`config.mk`:
```
export PLATFORM = sky130hd
export DESIGN_NAME = phase_sequencer
export DESIGN_NICKNAME = d
export VERILOG_FILES = /design/src/rtl/phase_sequencer_pkg.sv /design/src/rtl/phase_sequencer_btn_sync.sv /design/src/rtl/phase_sequencer.sv
export SDC_FILE = /design/constraint.sdc
export NUM_CORES = 1
export LEC_CHECK = 0
export CAP_MARGIN = 20
export CORE_MARGIN = 4
export CORE_UTILIZATION = 31
export DETAILED_ROUTE_END_ITERATION = 10
export GPL_ROUTABILITY_DRIVEN = 0
export SLEW_MARGIN = 30
export SYNTH_ARGS = -nofsm -noshare
export SYNTH_HDL_FRONTEND = slang
export SYNTH_SLANG_ARGS = --single-unit
```
`constraint.sdc`:
```
create_clock -name clock -period 2.08 [get_ports clock]
set_clock_uncertainty 0.2 [all_clocks]
set_input_delay 0.208 -clock clock [delete_from_list [all_inputs] [get_ports clock]]
set_output_delay 0.208 -clock clock [all_outputs]
set_load 0.005 [all_outputs]
```
`src/rtl/phase_sequencer_pkg.sv`:
```
// Shared types and constants for the instruction phase sequencer.
// Holds the controller state enumeration, the six phase codes and the default counter width.
package phase_sequencer_pkg;

    typedef enum logic [1:0] {
        ST_IDLE = 2'd0,
        ST_RUN  = 2'd1,
        ST_STEP = 2'd2,
        ST_HALT = 2'd3
    } state_t;

    localparam logic [2:0] PH_0 = 3'b000;
    localparam logic [2:0] PH_1 = 3'b001;
    localparam logic [2:0] PH_2 = 3'b010;
    localparam logic [2:0] PH_3 = 3'b011;
    localparam logic [2:0] PH_4 = 3'b100;
    localparam logic [2:0] PH_5 = 3'b101;

    localparam int DEFAULT_COUNT_W = 16;

endpackage

```
`src/rtl/phase_sequencer_btn_sync.sv`:
```
// Push-button conditioner: a 2-flop synchronizer followed by a rising-edge detector.
// It produces a one-cycle pulse for each rising edge of the raw button input.
module btn_sync (
    input  logic clock,
    input  logic reset,
    input  logic btn,
    output logic pulse
);

    logic sync1_reg;
    logic sync2_reg;
    logic prev_reg;

    always_ff @(posedge clock or posedge reset) begin
        if (reset) begin
            sync1_reg <= 1'b0;
            sync2_reg <= 1'b0;
            prev_reg  <= 1'b0;
        end else begin
            sync1_reg <= btn;
            sync2_reg <= sync1_reg;
            prev_reg  <= sync2_reg;
        end
    end

    // The pulse is high in the cycle after the synchronized level first rises.
    assign pulse = sync2_reg & ~prev_reg;

endmodule

```
`src/rtl/phase_sequencer.sv`:
```
// Six-phase instruction sequencer with run, single-step, stop and halt control.
// It also counts retired instructions.
module phase_sequencer
    import phase_sequencer_pkg::*;
#(
    parameter int COUNT_W = DEFAULT_COUNT_W
) (
    input  logic               clock,
    input  logic               reset,
    input  logic               start,
    input  logic               stop,
    input  logic               step_mode,
    input  logic               hlt,
    output logic [2:0]         phase,
    output logic               running,
    output logic               halted,
    output logic               pc_we,
    output logic [COUNT_W-1:0] instr_count
);

    // Bit 0 carries start and bit 1 carries stop through identical conditioners.
    logic [1:0] btn_raw;
    logic [1:0] btn_pulse;
    logic       start_p;
    logic       stop_p;

    assign btn_raw = {stop, start};

    genvar gi;
    generate
        for (gi = 0; gi < 2; gi++) begin : g_btn
            btn_sync u_btn_sync (
                .clock (clock),
                .reset (reset),
                .btn   (btn_raw[gi]),
                .pulse (btn_pulse[gi])
            );
        end
    endgenerate

    assign start_p = btn_pulse[0];
    assign stop_p  = btn_pulse[1];

    state_t             state_reg,        state_next;
    logic [2:0]         phase_reg,        phase_next;
    logic [COUNT_W-1:0] count_reg,        count_next;
    logic               stop_pending_reg, stop_pending_next;

    always_ff @(posedge clock or posedge reset) begin
        if (reset) begin
            state_reg        <= ST_IDLE;
            phase_reg        <= PH_0;
            count_reg        <= '0;
            stop_pending_reg <= 1'b0;
        end else begin
            state_reg        <= state_next;
            phase_reg        <= phase_next;
            count_reg        <= count_next;
            stop_pending_reg <= stop_pending_next;
        end
    end

    always_comb begin
        state_next        = state_reg;
        phase_next        = phase_reg;
        count_next        = count_reg;
        stop_pending_next = stop_pending_reg;
        unique case (state_reg)
            ST_IDLE: begin
                phase_next        = PH_0;
                stop_pending_next = 1'b0;
                // A simultaneous stop suppresses the start.
                if (start_p && !stop_p) begin
                    state_next = step_mode ? ST_STEP : ST_RUN;
                end
            end
            ST_RUN, ST_STEP: begin
                if (phase_reg == PH_5) begin
                    phase_next        = PH_0;
                    stop_pending_next = 1'b0;
                    if (hlt) begin
                        state_next = ST_HALT;
                    end else begin
                        count_next = count_reg + COUNT_W'(1);
                        // A stop seen in this last phase still counts at this boundary.
                        if (state_reg == ST_STEP || stop_pending_reg || stop_p) begin
                            state_next = ST_IDLE;
                        end
                    end
                end else begin
                    phase_next = phase_reg + 3'd1;
                    if (state_reg == ST_RUN && stop_p) begin
                        stop_pending_next = 1'b1;
                    end
                end
            end
            ST_HALT: begin
                phase_next = PH_0;
            end
            default: begin
                state_next = ST_IDLE;
                phase_next = PH_0;
            end
        endcase
    end

    assign phase       = phase_reg;
    assign running     = (state_reg == ST_RUN) || (state_reg == ST_STEP);
    assign halted      = (state_reg == ST_HALT);
    assign pc_we       = running && (phase_reg == PH_5) && !hlt;
    assign instr_count = count_reg;

endmodule

```
==> impl_metrics.py, run 1 <==
metrics = {
    "sta": {
        "drv_slew": 0,
        "hold_viol": 0,
        "fin_crit_ns": 2.02,
        "rsz0062_at_grt": "no",
        "fmax_ghz": 0.494,
        "fin_crit_sh": 0.973,
        "setup_viol": 0,
        "worstMarginPinSlew_ns": 0.361,
        "relSlewSlack": 0.758,
    },
    "synthesis": {
        "synth_warnings": 0,
        "synth_area_leaders": "dfrtp_1, xnor2_1, ha_1",
        "avgSynthCellArea_sq_um": 12.4,
        "syn_area_sq_mm": 0.00126,
        "syn_nets": 112,
        "async_flop_share": 1.00,
        "syn_inst": 101,
        "synth_top_area_share": 0.558,
        "synth_ff_type": "dfrtp_1",
        "ys_seq_elements": 28,
        "synth_cell_types": 29,
        "ys_seq_area_frac": 0.558,
        "yosysMostFrequentCell": "dfrtp_1",
        "synthTopCellsByCount": "dfrtp_1, xnor2_1, nand2_1",
        "synth_edf_count": 0,
        "synth_top_cell_by_area": "dfrtp_1",
    },
    "finish": {
        "fin_util": 0.455,
        "nets": 152,
        "drive_gt1_frac": 0.171,
        "largest_reg_flops": 16,
        "area_growth_pct": 37.5,
        "stdcell_area_sq_mm": 0.00173,
        "antenna_cells": 0,
    },
    "placed_design": {
        "dp_hpwl_um": 1740,
        "dpl_cell_area_sq_mm": 0.00166,
        "portBuffers": 27,
    },
    "global_routing": {
        "antenna_found_initial": 0,
        "groute.usage.overall": 0.104,
        "grt_pass1_wl_um": 4310,
        "overflow": 0,
        "grt_max_degree": 29,
        "grt_pass1_vias": 975,
    },
    "floorplan": {
        "coreArea_sq_mm": 0.00380,
        "start_util": 0.331,
        "die_area_sq_mm": 0.00513,
        "die_h_um": 71.7,
        "pin_count": 28,
        "rows": 22,
        "die_w_um": 71.7,
    },
    "worst_setup_path": {
        "critPathSlowestCell": "or4_4",
        "critPathLaunchType": "flop",
        "endpoint_kind": "flop",
        "cp_data_arrival_time_ns": 1.99,
        "path_cells": "inv_2 -> ha_4 -> nand2b_4 -> or4_4 -> o2111ai_4 -> mux2_4",
        "crit_fanout": 3,
        "slowest_delay_ns": 0.49,
        "critPathKind": "reg -> reg",
        "cp.required_ns": 2.04,
    },
    "min_path": {
        "hp-class": "in -> async",
    },
    "clocking": {
        "cts-root-buf": "clkbuf_8",
        "clkSlewWorstSetupHoldPaths_ns": 0.09,
        "cts_buffers": 3,
        "postCtsSetupRepairBufs": 0,
        "clk_latency_ns": 0.27,
        "cts_sinks": 28,
        "htree_levels": 1,
        "cts_buffer_depth": 2,
        "postCtsHoldBufs": 0,
        "cts_tree": "built",
        "cts_resized": 2,
    },
    "route": {
        "dr.pass1.iters": 4,
        "ant_nets": 0,
        "route.detailed.drc": 0,
        "wire_per_inst_um": 13.0,
        "vias_per_cell": 4.80,
        "vias": 902,
        "first_iter_violations": 32,
        "routed_wl_um": 2440,
    },
    "power_and_ir_drop": {
        "peakVddDrop_uv": 427,
        "p_leak_nw": 0.791,
        "power_density_mw_per_mm2": 1000,
        "finalPower_mw": 1.73,
    },
    "job": {
        "maxCapViolations": 0,
    },
    "status": {
        "run_status": "complete, no violations",
    },
}
report_power, final:
group          internal (mW)  switching, mW
clock                  0.169          0.163
combinational          0.414          0.323
sequential             0.604         0.0544
metal layers:
layer,share of wire,global-route usage
met3,0.050,0.0281
met2,0.45,0.156
met1,0.50,0.139
met5,0,0
met4,0.0049,0.0459
final cells by class:
| type | instances | area, sq um |
|---|---|---|
| Inverter | 4 | 15.0 |
| Fill cell | 358 | 2070 |
| Sequential cell | 28 | 701 |
| Tap cell | 48 | 60.1 |
| Clock buffer | 4 | 55.1 |
| Multi-Input combinational cell | 68 | 553 |
| Timing Repair Buffer | 36 | 343 |
final timing paths:
path	slack, ns	endpoint	from	depth (start not counted)
worst max-delay path	0.06	state_reg[1]$_DFFE_PP0P_	state_reg[1]$_DFFE_PP0P_	6
worst min-delay path	0.09	instr_count[10]$_DFFE_PP0P_	reset	3
worst max register to register	0.06	state_reg[1]$_DFFE_PP0P_	state_reg[1]$_DFFE_PP0P_	6
worst min register to register	0.15	g_btn[1].u_btn_sync.sync2_reg$_DFF_PP0_	g_btn[1].u_btn_sync.sync1_reg$_DFF_PP0_	0
max in group asynchronous	1.33	state_reg[0]$_DFFE_PP0P_	reset	3
min in group clock	0.15	g_btn[1].u_btn_sync.sync2_reg$_DFF_PP0_	g_btn[1].u_btn_sync.sync1_reg$_DFF_PP0_	0
worst max-delay path, delay by kind of cell (launching register included):
kind	cells	cell delay (ns)
muxes	1	0.32
DFF	1	0.38
AOI/OAI and AO/OA	1	0.12
buffers and inverters	1	0.07
and+or+nand+nor	2	0.55
adders and majority gates	1	0.28
layout by cell type, fill, tap and decap left out, types with 3 or more instances in the layout:
cell             netlist  final
buf_4                  0      8
clkbuf_8               0      4
clkdlybuf4s50_1        0     25
dfrtp_1               28     28
ha_1                   5      4
nand2_1                8      8
nand3_1                4      4
nand4_1                5      5
nor2_1                 3      3
nor2b_1                3      3
o21ai_0                4      4
xnor2_1               10     10
xor2_1                 5      5
cell families after synthesis:
logic type / count (synthesis) / share of synthesized area
buffers and inverters: 5 / 0.0209
and+or+nand+nor: 37 / 0.188
muxes: 4 / 0.0408
AOI/OAI and AO/OA: 7 / 0.0378
xor gates and xnor gates: 15 / 0.105
DFF: 28 / 0.558
adders and majority gates: 5 / 0.0498
stage by stage:
stage               setup WS, ns  std cells  hold WS [ns]  setup TNS [ns]
floorplan                -0.0707        101        0.0394          -0.141
global placement          0.0550        184         0.133               0
detailed placement        0.0426        184         0.137               0
CTS                       0.0129        188        0.0995               0
global route             0.00301        188         0.122               0
finish                    0.0555        188        0.0894               0
No activity file was read; power rests on OpenSTA's default activity.
==> run 2, diff against run 1 <==
- CORE_ASPECT_RATIO: unset -> 0.5
- clock period: 2.08 -> 2.5 ns (I/O delays scaled with it)
==> impl_metrics.py, run 2 (synthesis results as in run 1) <==
metrics = {
    "power_and_ir_drop": {
        "switchingPower_uw": 394,
        "power_density_mw_per_mm2": 770,
        "finalPower_mw": 1.27,
        "p_leak_nw": 0.740,
        "p_clk_frac": 0.190,
        "pwr-share-comb": 0.373,
        "peakVddDrop_uv": 221,
        "swShare": 0.310,
        "intPower_uw": 876,
        "p_seq_frac": 0.437,
    },
    "route": {
        "first_iter_violations": 41,
        "routed_wl_um": 2210,
        "vias_per_cell": 4.35,
        "route.detailed.drc": 0,
        "wire_per_inst_um": 11.8,
        "ant_nets": 0,
        "vias": 814,
        "dr.pass1.iters": 4,
    },
    "sta": {
        "relSlewSlack": 0.683,
        "worst_slack_ns": 0.177,
        "setup_viol": 0,
        "fin_tns_setup_ns": 0,
        "fin_crit_sh": 0.929,
        "rsz0062_at_grt": "no",
        "worstMarginPinSlew_ns": 0.471,
        "drv_slew": 0,
        "fin_crit_ns": 2.32,
        "fmax_ghz": 0.430,
        "whs_ns": 0.129,
        "hold_viol": 0,
    },
    "placed_design": {
        "pre_cts_ws_ns": 0.339,
        "dp_hpwl_um": 1670,
        "dpl_cell_area_sq_mm": 0.00161,
        "dp.cells": 184,
        "portBuffers": 27,
    },
    "finish": {
        "stdcell_area_sq_mm": 0.00165,
        "fin_util": 0.422,
        "nets": 146,
        "layout_commonest_cell": "dfrtp_1",
        "drive_gt1_frac": 0.113,
        "area_growth_pct": 31.3,
        "largest_reg_flops": 16,
        "layout_common_cells": "dfrtp_1, clkdlybuf4s50_1, xnor2_1",
        "fillers": 376,
        "antenna_cells": 0,
        "instances_no_fill": 187,
    },
    "global_routing": {
        "grt_pass1_vias": 813,
        "antenna_found_initial": 0,
        "groute.usage.overall": 0.0938,
        "grt_max_degree": 29,
        "overflow": 0,
        "grt_pass1_wl_um": 3860,
    },
    "clocking": {
        "cts_buffer_depth": 2,
        "cts_tree": "built",
        "cts_buffers": 3,
        "cts_sinks": 28,
        "postCtsSetupRepairBufs": 0,
        "htree_levels": 1,
        "clk_latency_ns": 0.27,
        "clkSlewWorstSetupHoldPaths_ns": 0.09,
        "cts-root-buf": "clkbuf_8",
    },
    "worst_setup_path": {
        "critPathCapture": "pc_we",
        "r2r_end": "state_reg[1]$_DFFE_PP0P_",
        "critPathLaunchType": "flop",
        "critPathKind": "reg -> out",
        "crit_fanout": 6,
        "cp.required_ns": 2.05,
        "r2r-start": "state_reg[0]$_DFFE_PP0P_",
        "crit_start": "state_reg[0]$_DFFE_PP0P_",
        "reg2reg_slack_ns": 0.32,
        "cp_data_arrival_time_ns": 1.87,
        "endpoint_kind": "output pin",
        "worst_r2r_path_depth": 6,
    },
    "floorplan": {
        "die_w_um": 98.0,
        "coreArea_sq_mm": 0.00390,
        "die_area_sq_mm": 0.00520,
        "die_h_um": 53.0,
        "pin_count": 28,
        "start_util": 0.322,
        "rows": 16,
    },
    "status": {
        "run_status": "complete, no violations",
    },
    "job": {
        "maxCapViolations": 0,
    },
    "min_path": {
        "hp-class": "in -> async",
    },
}
run 2: power groups by stage:
stage	Sequential (mW)	Clock (mW)	Combinational, mW
global route	0.564	0.266	0.533
CTS	0.555	0.254	0.479
global placement	0.560	0	0.474
floorplan	0.555	0	0.341
detailed placement	0.564	0	0.477
finish	0.555	0.241	0.474
run 2: how the worst min path moves through the flow:
| stage | cells after the start | from | end | slack [ns] |
|---|---|---|---|---|
| finish | 3 | reset | state_reg[0]$_DFFE_PP0P_ | 0.13 |
| floorplan | 0 | start | g_btn[0].u_btn_sync.sync1_reg$_DFF_PP0_ | 0.08 |
| global placement | 0 | g_btn[0].u_btn_sync.sync1_reg$_DFF_PP0_ | g_btn[0].u_btn_sync.sync2_reg$_DFF_PP0_ | 0.13 |
| detailed placement | 0 | g_btn[1].u_btn_sync.sync1_reg$_DFF_PP0_ | g_btn[1].u_btn_sync.sync2_reg$_DFF_PP0_ | 0.14 |
| global route | 0 | g_btn[0].u_btn_sync.sync1_reg$_DFF_PP0_ | g_btn[0].u_btn_sync.sync2_reg$_DFF_PP0_ | 0.17 |
| CTS | 3 | reset | state_reg[0]$_DFFE_PP0P_ | 0.14 |
run 2: area by class of cell:
class                           instances  area [sq um]  share of cell area
Clock buffer                            3          41.3              0.0250
Inverter                                4          15.0             0.00910
Timing Repair Buffer                   30           293               0.178
Tap cell                               54          67.6              0.0410
Sequential cell                        28           701               0.425
Multi-Input combinational cell         68           532               0.322
run 2: critical path: stages, from the launching register on:
cell and delay, ns:
dfrtp_1 0.41, inv_1 0.08, ha_1 0.34, nand2b_4 0.10, nor2_2 0.15, clkdlybuf4s50_1 0.53
run 2: per-layer routing:
layer  up-vias  global-route usage  wire (um)
met5         -                   0          0
met1       396               0.117       1080
met4         0              0.0207          0
met2         7               0.161       1070
met3         0              0.0303         60
li1        411                   -          -
run 2: repair_timing:
action	in CTS	in global routing
endpoints found under the setup margin	0	1
hold buffers	0	0
gates resized for setup	0	1
==> run 3, diff against run 2 <==
- MAX_ROUTING_LAYER: unset -> met4
==> impl_metrics.py, run 3 (synthesis results as in run 1) <==
metrics = {
    "global_routing": {
        "grt_max_degree": 29,
        "groute.usage.overall": 0.0964,
        "antenna_found_initial": 0,
        "grt_pass1_wl_um": 3860,
        "overflow": 0,
        "grt_pass1_vias": 812,
    },
    "clocking": {
        "cts-root-buf": "clkbuf_8",
        "clk_latency_ns": 0.27,
        "htree_levels": 1,
        "cts_buffer_depth": 2,
        "clkSlewWorstSetupHoldPaths_ns": 0.09,
        "cts_sinks": 28,
        "cts_tree": "built",
        "cts_buffers": 3,
    },
    "worst_setup_path": {
        "endpoint_kind": "output pin",
        "critPathSlowestCell": "clkdlybuf4s50_1",
        "critPathLaunchType": "flop",
        "cp.required_ns": 2.05,
        "crit_fanout": 6,
        "cp_data_arrival_time_ns": 1.86,
        "path_cells": "inv_1 -> ha_1 -> nand2b_4 -> nor2_2 -> clkdlybuf4s50_1",
        "slowest_delay_ns": 0.53,
        "r2r-start": "state_reg[0]$_DFFE_PP0P_",
        "critPathKind": "reg -> out",
        "crit_start": "state_reg[0]$_DFFE_PP0P_",
        "reg2reg_slack_ns": 0.34,
    },
    "floorplan": {
        "coreArea_sq_mm": 0.00390,
        "rows": 16,
        "pin_count": 28,
        "start_util": 0.322,
        "die_w_um": 98.0,
        "die_area_sq_mm": 0.00520,
        "die_h_um": 53.0,
    },
    "placed_design": {
        "dp.cells": 184,
        "portBuffers": 27,
        "dp_hpwl_um": 1670,
        "pre_cts_ws_ns": 0.339,
    },
    "sta": {
        "drv_slew": 0,
        "relSlewSlack": 0.683,
        "fin_crit_ns": 2.31,
        "worstMarginPinSlew_ns": 0.471,
        "hold_viol": 0,
        "fin_tns_setup_ns": 0,
        "fmax_ghz": 0.432,
        "rsz0062_at_grt": "no",
        "fin_crit_sh": 0.925,
        "setup_viol": 0,
        "worst_slack_ns": 0.187,
    },
    "finish": {
        "antenna_cells": 0,
        "instances_no_fill": 187,
        "area_growth_pct": 31.3,
        "largest_reg_flops": 16,
        "layout_common_cells": "dfrtp_1, clkdlybuf4s50_1, xnor2_1",
        "regArea_sq_um": 701,
        "drive_gt1_frac": 0.113,
        "nets": 146,
        "layout_commonest_cell": "dfrtp_1",
        "multi_input_area_sq_um": 532,
        "fillers": 376,
    },
    "route": {
        "wire_per_inst_um": 11.8,
        "ant_nets": 0,
        "route.detailed.drc": 0,
        "first_iter_violations": 41,
        "routed_wl_um": 2210,
        "vias_per_cell": 4.38,
        "vias": 819,
        "dr.pass1.iters": 3,
    },
    "power_and_ir_drop": {
        "finalPower_mw": 1.27,
        "peakVddDrop_uv": 220,
        "p_leak_nw": 0.740,
        "power_density_mw_per_mm2": 769,
    },
    "job": {
        "maxCapViolations": 0,
    },
    "min_path": {
        "hp-class": "in -> async",
    },
    "status": {
        "run_status": "complete, no violations",
    },
}
==> run 3: cell counts in the layout (fill, tap and decap cells not counted) <==
Identical to the previous run, type by type.
==> run 3: where the power goes <==
part | internal, mW | switching [mW] | total (mW)
Combinational | 0.265 | 0.208 | 0.473
Clock | 0.108 | 0.133 | 0.241
Sequential | 0.503 | 0.0509 | 0.554
Total | 0.876 | 0.392 | 1.27
==> run 3: what timing repair did <==
item / in CTS / in global routing
hold buffers: 0 / 0
setup buffers: 0 / 0
gates resized for setup: 0 / 1
setup endpoints to repair: 0 / 1
==> run 3: layout make-up <==
cell class / count / area share
Clock buffer: 3 / 0.0250
Timing Repair Buffer: 30 / 0.178
Inverter: 4 / 0.00910
Sequential cell: 28 / 0.425
Tap cell: 54 / 0.0410
Multi-Input combinational cell: 68 / 0.322
==> run 3: per-stage QoR <==
stage | hold WS [ns] | utilization | instance area, sq um
2_1_floorplan | 0.0814 | - | 1260
3_3_place_gp | 0.133 | 0.411 | 1610
3_5_place_dp | 0.137 | 0.411 | 1610
4_1_cts | 0.141 | 0.422 | 1650
5_1_grt | 0.174 | 0.422 | 1650
6_report | 0.130 | 0.422 | 1650
==> run 3: per-layer routing <==
metal | GRT usage | vias to the layer above | wire length (um)
met3 | 0.0276 | 2 | 53
li1 | - | 412 | -
met1 | 0.119 | 398 | 1080
met4 | 0.0207 | 0 | 20
met2 | 0.161 | 7 | 1060
met5 | - | - | 0
==> run 3: worst paths after layout <==
path,end,cells after the start
min reg2reg,g_btn[1].u_btn_sync.sync2_reg$_DFF_PP0_,0
max reg2reg,state_reg[1]$_DFFE_PP0P_,6
min in group clock,g_btn[1].u_btn_sync.sync2_reg$_DFF_PP0_,0
max in group asynchronous,g_btn[1].u_btn_sync.sync1_reg$_DFF_PP0_,3
max,pc_we,5
min,state_reg[0]$_DFFE_PP0P_,3
==> run 3: critical path: cells and delay by family, from the launching register on <==
family | cells | cell delay, ns
flops | 1 | 0.41
fa+ha+maj | 1 | 0.33
buf+inv | 2 | 0.61
simple gates | 2 | 0.25
